==> src/rtl/fifo_ctrl_pkg.sv <==
// fifo_ctrl_pkg: shared widths, state encoding and counter-width helper for the line-FIFO replay sequencer.
package fifo_ctrl_pkg;
  localparam int FIFO_SIZE_DEF = 4608;
  localparam int PAD_W = 2;
  localparam int REP_W = 8;
  function automatic int cnt_width(input int size);
    return $clog2(size) + 1;
  endfunction
  typedef enum logic [2:0] {
    S_IDLE,
    S_CLEAR,
    S_LOAD,
    S_PAD_PRE,
    S_READ,
    S_PAD_POST,
    S_REWIND,
    S_DONE
  } state_t;
endpackage

==> src/rtl/fifo_replay_ctrl.sv <==
// fifo_replay_ctrl: loads one row into a line FIFO, then replays it cfg_repeat times framed by cfg_pad zero words.
module fifo_replay_ctrl
  import fifo_ctrl_pkg::*;
#(
  parameter int DATA_WIDTH = 16,
  parameter int FIFO_SIZE  = FIFO_SIZE_DEF,
  parameter int CNT_W      = cnt_width(FIFO_SIZE)
) (
  input  logic                  clk,
  input  logic                  rst_n,
  input  logic                  start,
  input  logic [CNT_W-1:0]      cfg_len,
  input  logic [REP_W-1:0]      cfg_repeat,
  input  logic [PAD_W-1:0]      cfg_pad,
  input  logic                  in_valid,
  input  logic [DATA_WIDTH-1:0] in_data,
  output logic                  in_ready,
  output logic                  fifo_rd_clr,
  output logic                  fifo_wr_clr,
  output logic                  fifo_rd_en,
  output logic                  fifo_rd_inc,
  output logic                  fifo_wr_en,
  output logic                  fifo_wr_inc,
  output logic [DATA_WIDTH-1:0] fifo_data_in,
  output logic                  out_valid,
  output logic                  busy,
  output logic                  done,
  output logic                  cfg_err
);
  state_t state_q, state_d;
  logic [CNT_W-1:0] len_q, len_d, cnt_q, cnt_d;
  logic [REP_W-1:0] rep_q, rep_d, rep_cnt_q, rep_cnt_d;
  logic [PAD_W-1:0] pad_q, pad_d, pad_cnt_q, pad_cnt_d;
  logic emit_q, emit_d, err_q, err_d;
  logic cfg_ok, len_last, pad_last, rep_last, has_pad;

  assign cfg_ok   = (cfg_len != '0) && (cfg_len <= CNT_W'(FIFO_SIZE)) && (cfg_repeat != '0);
  assign len_last = (cnt_q + CNT_W'(1)) == len_q;
  assign pad_last = (pad_cnt_q + PAD_W'(1)) == pad_q;
  assign rep_last = (rep_cnt_q + REP_W'(1)) == rep_q;
  assign has_pad  = pad_q != '0;

  // The last replay skips REWIND so done lands on the final frame word.
  always_comb begin
    state_d   = state_q;
    len_d     = len_q;
    rep_d     = rep_q;
    pad_d     = pad_q;
    cnt_d     = cnt_q;
    pad_cnt_d = pad_cnt_q;
    rep_cnt_d = rep_cnt_q;
    err_d     = 1'b0;
    case (state_q)
      S_IDLE: if (start) begin
        if (cfg_ok) begin
          len_d     = cfg_len;
          rep_d     = cfg_repeat;
          pad_d     = cfg_pad;
          cnt_d     = '0;
          pad_cnt_d = '0;
          rep_cnt_d = '0;
          state_d   = S_CLEAR;
        end else err_d = 1'b1;
      end
      S_CLEAR: state_d = S_LOAD;
      S_LOAD: if (in_valid) begin
        cnt_d = len_last ? '0 : cnt_q + CNT_W'(1);
        if (len_last) state_d = has_pad ? S_PAD_PRE : S_READ;
      end
      S_PAD_PRE: begin
        pad_cnt_d = pad_last ? '0 : pad_cnt_q + PAD_W'(1);
        if (pad_last) state_d = S_READ;
      end
      S_READ: begin
        cnt_d = len_last ? '0 : cnt_q + CNT_W'(1);
        if (len_last) state_d = has_pad ? S_PAD_POST : rep_last ? S_DONE : S_REWIND;
      end
      S_PAD_POST: begin
        pad_cnt_d = pad_last ? '0 : pad_cnt_q + PAD_W'(1);
        if (pad_last) state_d = rep_last ? S_DONE : S_REWIND;
      end
      S_REWIND: begin
        rep_cnt_d = rep_cnt_q + REP_W'(1);
        state_d   = has_pad ? S_PAD_PRE : S_READ;
      end
      S_DONE: state_d = S_IDLE;
      default: state_d = S_IDLE;
    endcase
  end

  assign emit_d = (state_q == S_PAD_PRE) || (state_q == S_READ) || (state_q == S_PAD_POST);

  always_ff @(posedge clk or negedge rst_n) begin
    if (!rst_n) begin
      state_q   <= S_IDLE;
      len_q     <= '0;
      rep_q     <= '0;
      pad_q     <= '0;
      cnt_q     <= '0;
      pad_cnt_q <= '0;
      rep_cnt_q <= '0;
      emit_q    <= 1'b0;
      err_q     <= 1'b0;
    end else begin
      state_q   <= state_d;
      len_q     <= len_d;
      rep_q     <= rep_d;
      pad_q     <= pad_d;
      cnt_q     <= cnt_d;
      pad_cnt_q <= pad_cnt_d;
      rep_cnt_q <= rep_cnt_d;
      emit_q    <= emit_d;
      err_q     <= err_d;
    end
  end

  assign in_ready     = state_q == S_LOAD;
  assign fifo_wr_en   = in_ready && in_valid;
  assign fifo_wr_inc  = fifo_wr_en;
  assign fifo_wr_clr  = state_q == S_CLEAR;
  assign fifo_rd_clr  = (state_q == S_CLEAR) || (state_q == S_REWIND);
  assign fifo_rd_en   = state_q == S_READ;
  assign fifo_rd_inc  = fifo_rd_en;
  assign fifo_data_in = in_data;
  assign out_valid    = emit_q;
  assign busy         = state_q != S_IDLE;
  assign done         = state_q == S_DONE;
  assign cfg_err      = err_q;
endmodule

==> config.mk <==
export PLATFORM = sky130hd
export DESIGN_NAME = fifo_replay_ctrl
export DESIGN_NICKNAME = d
export VERILOG_FILES = /design/src/rtl/fifo_ctrl_pkg.sv /design/src/rtl/fifo_replay_ctrl.sv
export SDC_FILE = /design/constraint.sdc
export NUM_CORES = 1
export LEC_CHECK = 0
export CORE_MARGIN = 2
export CORE_UTILIZATION = 50
export CTS_CLUSTER_DIAMETER = 150
export CTS_CLUSTER_SIZE = 14
export DETAILED_ROUTE_END_ITERATION = 8
export DONT_BUFFER_PORTS = 1
export PLACE_DENSITY = 0.63
export SETUP_SLACK_MARGIN = 0.5
export SLEW_MARGIN = 20
export SYNTH_ARGS = -nofsm -noshare
export SYNTH_HDL_FRONTEND = slang
export SYNTH_SLANG_ARGS = --single-unit
==> constraint.sdc <==
create_clock -name clk -period 3.8 [get_ports clk]
set_clock_uncertainty 0.1 [all_clocks]
set_input_delay 0.57 -clock clk [delete_from_list [all_inputs] [get_ports clk]]
set_output_delay 0.57 -clock clk [all_outputs]
set_load 0.03 [all_outputs]
==> After elaboration in Yosys (flattened, before gate mapping) <==
Index checks and enable logic that the tools add are counted.
{ "word_totals": {"regBits": 53, "word_cells": 76, "output_inout_bits": 27, "input_bits": 44} }
{ "classes": {"magnitude_cmp": 1, "muxes": 26, "n_addsub": 3, "n_reduce_logical": 20, "eq_ne": 17} }
{ "ops": {"columns": ["op", "count"], "rows": [
  ["$mux W14", 4],
  ["$pmux W14 S3", 1],
  ["$mux W3", 9],
  ["$pmux W3 S8", 1],
  ["$mux W8", 2],
  ["$pmux W8 S2", 1],
  ["$add A14 B1 Y14 const B", 1],
  ["$eq A14 B14 Y1", 1],
  ["$le A14 B13 Y1 const B", 1],
  ["$reduce_bool A14 Y1", 1],
  ["$eq A3 B3 Y1 const B", 4],
  ["$ne A2 B2 Y1 const B", 5],
  ["$reduce_and A3 Y1", 3],
  ["$add A8 B1 Y8 const B", 1],
  ["$eq A8 B8 Y1", 1],
  ["$reduce_bool A8 Y1", 1],
  ["$reduce_and A7 Y1", 1],
  ["$eq A3 B2 Y1 const B", 2],
  ["$mux W2", 3],
  ["$reduce_bool A2 Y1", 3],
  ["$reduce_bool A3 Y1", 2],
  ["$mux W1", 4],
  ["$ne A2 B1 Y1 const B", 2],
  ["$pmux W2 S2", 1],
  ["8 further kinds", 12]
]} }

==> Longest topological paths before layout <==
{ "logic_depth": {"word_depth": 6, "mapped_depth": 11, "depth_no_buf": 9} }

==> Worst setup path before layout <==
Ideal clock, no wire load.
{ "synth_timing": {"kind": "reg-to-reg", "startpoint": "register cnt_q[0]", "endpoint": "register cnt_q[10]", "path_slack_ns": 1.200, "setup_time_ns": 0.126, "required_time_ns": 3.574, "t_arrival_ns": 2.374, "path_buffers": 1, "period_less_slack_ns": 2.600, "stages_incl_launch_ff": 11, "cell_sequence": "dfrtp_1 -> ha_1 -> and3_1 -> buf_2 -> and4_1 -> a311oi_2 -> nand3_1 -> a2111oi_2 -> a221oi_2 -> and3_1 -> a221o_1"} }
{ "synth_via": {"elab_chain_len": 5} }
{ "synth_lines": {"columns": ["element", "line_no", "rtl"], "rows": [
  ["from (decl)", "fifo_replay_ctrl.sv:31", "logic [CNT_W-1:0] len_q, len_d, cnt_q, cnt_d;"],
  ["from (signal assigned)", "fifo_replay_ctrl.sv:109", "cnt_q <= cnt_d;"],
  ["$add A14 B1 Y14 *", "fifo_replay_ctrl.sv:38, fifo_replay_ctrl.sv:67, fifo_replay_ctrl.sv:75", null],
  ["$eq A14 B14 Y1", "fifo_replay_ctrl.sv:38", "assign len_last = (cnt_q + CNT_W'(1)) == len_q;"],
  ["$mux W14 *", "fifo_replay_ctrl.sv:67, fifo_replay_ctrl.sv:75", null],
  ["$mux W14", "fifo_replay_ctrl.sv:66", "S_LOAD: if (in_valid) begin"],
  ["$pmux W14 S3 *", "fifo_replay_ctrl.sv:53", "case (state_q)"]
]} }
Every way passes the cells marked *; elsewhere a longest branch is shown, timed or not. The select of a mux whose other input is x is not followed.
A chain may end at the register's enable or synchronous reset.

==> Worst setup path in the final report <==
Ends and elaborated chain as after synthesis.

==> results.cfg <==
[synthesis]
post-synth-top-area-cell = dfrtp_1
async_flop_share = 1.00
yosysTopAreaCellShare = 0.390
ys.flop_type = dfrtp_1
synth_seq_cells = 53
ys_types = 50
ys_seq_area_frac = 0.390
syn_area_sq_mm = 0.00340
synth-edff-count = 0
synth_area_leaders = dfrtp_1, mux2_2, buf_4
ys_warn_count = 0
synth_fp_nets = 418
syn_avg_cell_area_sq_um = 9.15
synth_cells = 372

[global_route]
grt_max_degree = 54
grt_overflow = 0
gr-usage-all-layers = 0.213
grt_antenna_before_repair = 0
grt_pass1_wl_um = 12400
grt_pass1_vias = 2407

[critical_path]
path_class = register to register
regToRegSetupSlack_ns = 0.71
cp-start-kind = register
critical_path.endpoint_type = register
endpoint = cnt_q[10]$_DFFE_PN0P_
cp.arrival_ns = 3.19
setup.worst_path.start = cnt_q[0]$_DFFE_PN0P_
crit_fanout = 13
timing.rr.start = cnt_q[0]$_DFFE_PN0P_
required_ns = 3.90
r2r_end = cnt_q[10]$_DFFE_PN0P_
ff2ff_path_depth = 10

[layout]
num_antenna_cells = 0
layout_common_cells = dfrtp_1, nor2_1, nand2_1, mux2_2, nand3_1
multiInputGateArea_sq_mm = 0.00184
fin_nets = 393
drive_gt1_frac = 0.132
final_common_cell = dfrtp_1
stdcell_area_sq_mm = 0.00347
nFillCells = 631
regArea_sq_mm = 0.00133
syn2layout_area_growth_pct = 2.06

[sta]
fin_crit_ns = 3.09
timing.fmax_mhz = 324
slew_violations = 0
setup_viol_count_final = 0
worst_pin_slew_ns = 0.600
period_share = 0.813
holdWs_ns = 0.261
rsz0062_at_grt = no
setup_tns_ns = 0
hold_viol = 0
relSlewSlack = 0.599

[pwr]
comb_power_share = 0.036
power_density_mw_per_mm2 = 291
power_frac_clock = 0.396
intPower_mw = 0.778
total_leakage_power_nw = 1.46
peakVddDrop_mv = 0.226
p_seq_frac = 0.568
switching_share = 0.229
p_switching_mw = 0.232

[detailed_routing]
drc = 0
dr.pass1.iters = 4
vias = 2615
wire_per_inst_um = 17.7
via_per_inst = 6.11
drtIter0Drc = 221
routed_wirelength_um = 7580
detail-route-antenna-nets = 0

[placement]
dpl.hpwl_um = 5530
io_buffers = 0
globalplace.congestion = 0.878
postPlaceCellArea_sq_mm = 0.00330

[cts]
numCtsBuffers = 5
cts-root-buf = clkbuf_8
cts_max_path_buffers = 2
clock_latency_ns = 0.32
clock_sinks = 53
cts_setup_buffers = 0
htree_levels = 2
cts_tree = yes
cts.reportedPaths.clkPinSlew_ns = 0.11

[floorplanning]
start_util = 0.509
num_rows = 30
fp.coreArea_sq_mm = 0.00668
pin_count = 71
fp.dieH_um = 86.5
die_w_um = 86.5
die_area_sq_mm = 0.00748

[worst_hold_path]
hold_class = input pin to register
min_path_cells = 2
hp-start = start

[job]
drv_cap = 0

[outcome]
status = finished clean
## sequential cells by signal, summed over array words and instances (netlist names)
| name | cells |
|---|---|
| rep_q | 8 |
| pad_q | 2 |
| len_q | 14 |
| cnt_q | 14 |
| cfg_err | 1 |
| rep_cnt_q | 8 |
| pad_cnt_q | 2 |
| state_q | 3 |
| out_valid | 1 |
## worst min path at each step
stage | to | slack (ns)
after global routing | cfg_err$_DFF_PN0_ | 0.26
after CTS | cfg_err$_DFF_PN0_ | 0.25
after floorplan | cfg_err$_DFF_PN0_ | 0.17
final | cfg_err$_DFF_PN0_ | 0.26
after detailed placement | rep_cnt_q[3]$_DFFE_PN0P_ | 0.18
after global placement | rep_cnt_q[3]$_DFFE_PN0P_ | 0.18
## final cells by class
class	count	share of cell area
clock inverter	3	0.0126
sequential	53	0.382
clock buffer	5	0.0198
inverter	10	0.0108
timing repair buffer	5	0.0173
multi-input combinational	272	0.529
tap	80	0.0288
## power by group through the flow
| stage | clock (mW) | combinational, mW | sequential, mW |
|---|---|---|---|
| after CTS | 0.413 | 0.0366 | 0.573 |
| after detailed placement | 0 | 0.0205 | 0.584 |
| after global routing | 0.430 | 0.0418 | 0.574 |
| after floorplan | 0 | 0.0521 | 0.581 |
| after global placement | 0 | 0.0205 | 0.584 |
| final | 0.400 | 0.0363 | 0.573 |
## repair_timing
action / 4_1_cts / 5_1_grt
hold buffers: 2 / 0
resized for setup: 0 / 3
endpoints found under the setup margin: 0 / 7
hold endpoints to repair: 53 / 0
## stage by stage
| stage | utilization | setup slack (ns) | power (mW) | instances |
|---|---|---|---|---|
| finish | 0.520 | 0.710 | 1.01 | 428 |
| floorplan | - | 1.20 | 0.633 | 372 |
| global route | 0.520 | 0.520 | 1.05 | 428 |
| detailed placement | 0.493 | 0.655 | 0.605 | 418 |
| global placement | 0.493 | 0.732 | 0.605 | 418 |
| CTS | 0.516 | 0.612 | 1.02 | 428 |
## layer usage
layer | track usage | vias to the layer above | wire, um
met5 | 0 | - | 0
met4 | 0.0639 | 0 | 106
met3 | 0.0429 | 12 | 407
met2 | 0.315 | 65 | 3390
met1 | 0.315 | 1258 | 3680
li1 | - | 1280 | -
## cell usage after synthesis, types with 3 or more instances
cell type and number:
o211ai_1 4, nand2_1 26, nor4_1 4, buf_2 5
xor2_1 10, xnor2_1 17, or3_1 3, and3_1 10
inv_1 10, o21ai_1 5, nand4_1 6, mux2i_1 4
dfrtp_1 53, and2_1 5, o21ai_0 22, a31oi_1 6
nand3b_1 4, a21oi_1 19, and4_1 3, nor3_1 7
mux2_2 24, clkbuf_1 9, a22o_1 5, o31ai_1 5
nand3_1 23, nor2_1 28, buf_4 22
## logic make-up after synthesis
family | after synthesis | share of synthesized area
compound gates | 85 | 0.167
mux | 28 | 0.0912
buf+inv | 47 | 0.0783
xor+xnor | 27 | 0.0695
simple gates | 130 | 0.197
fa+ha+maj | 2 | 0.00735
flops | 53 | 0.390
## critical path, cell delays in order, from the launching register on
cell and delay (ns):
dfrtp_1 0.46, ha_2 0.28, nand3_1 0.21, or3_1 0.38, o21ai_0 0.19, nand2_1 0.11, a2111oi_4 0.41, a221oi_4 0.17
buf_4 0.23, and3_1 0.18, a221o_1 0.25
No activity file was read; power rests on OpenSTA's default activity.
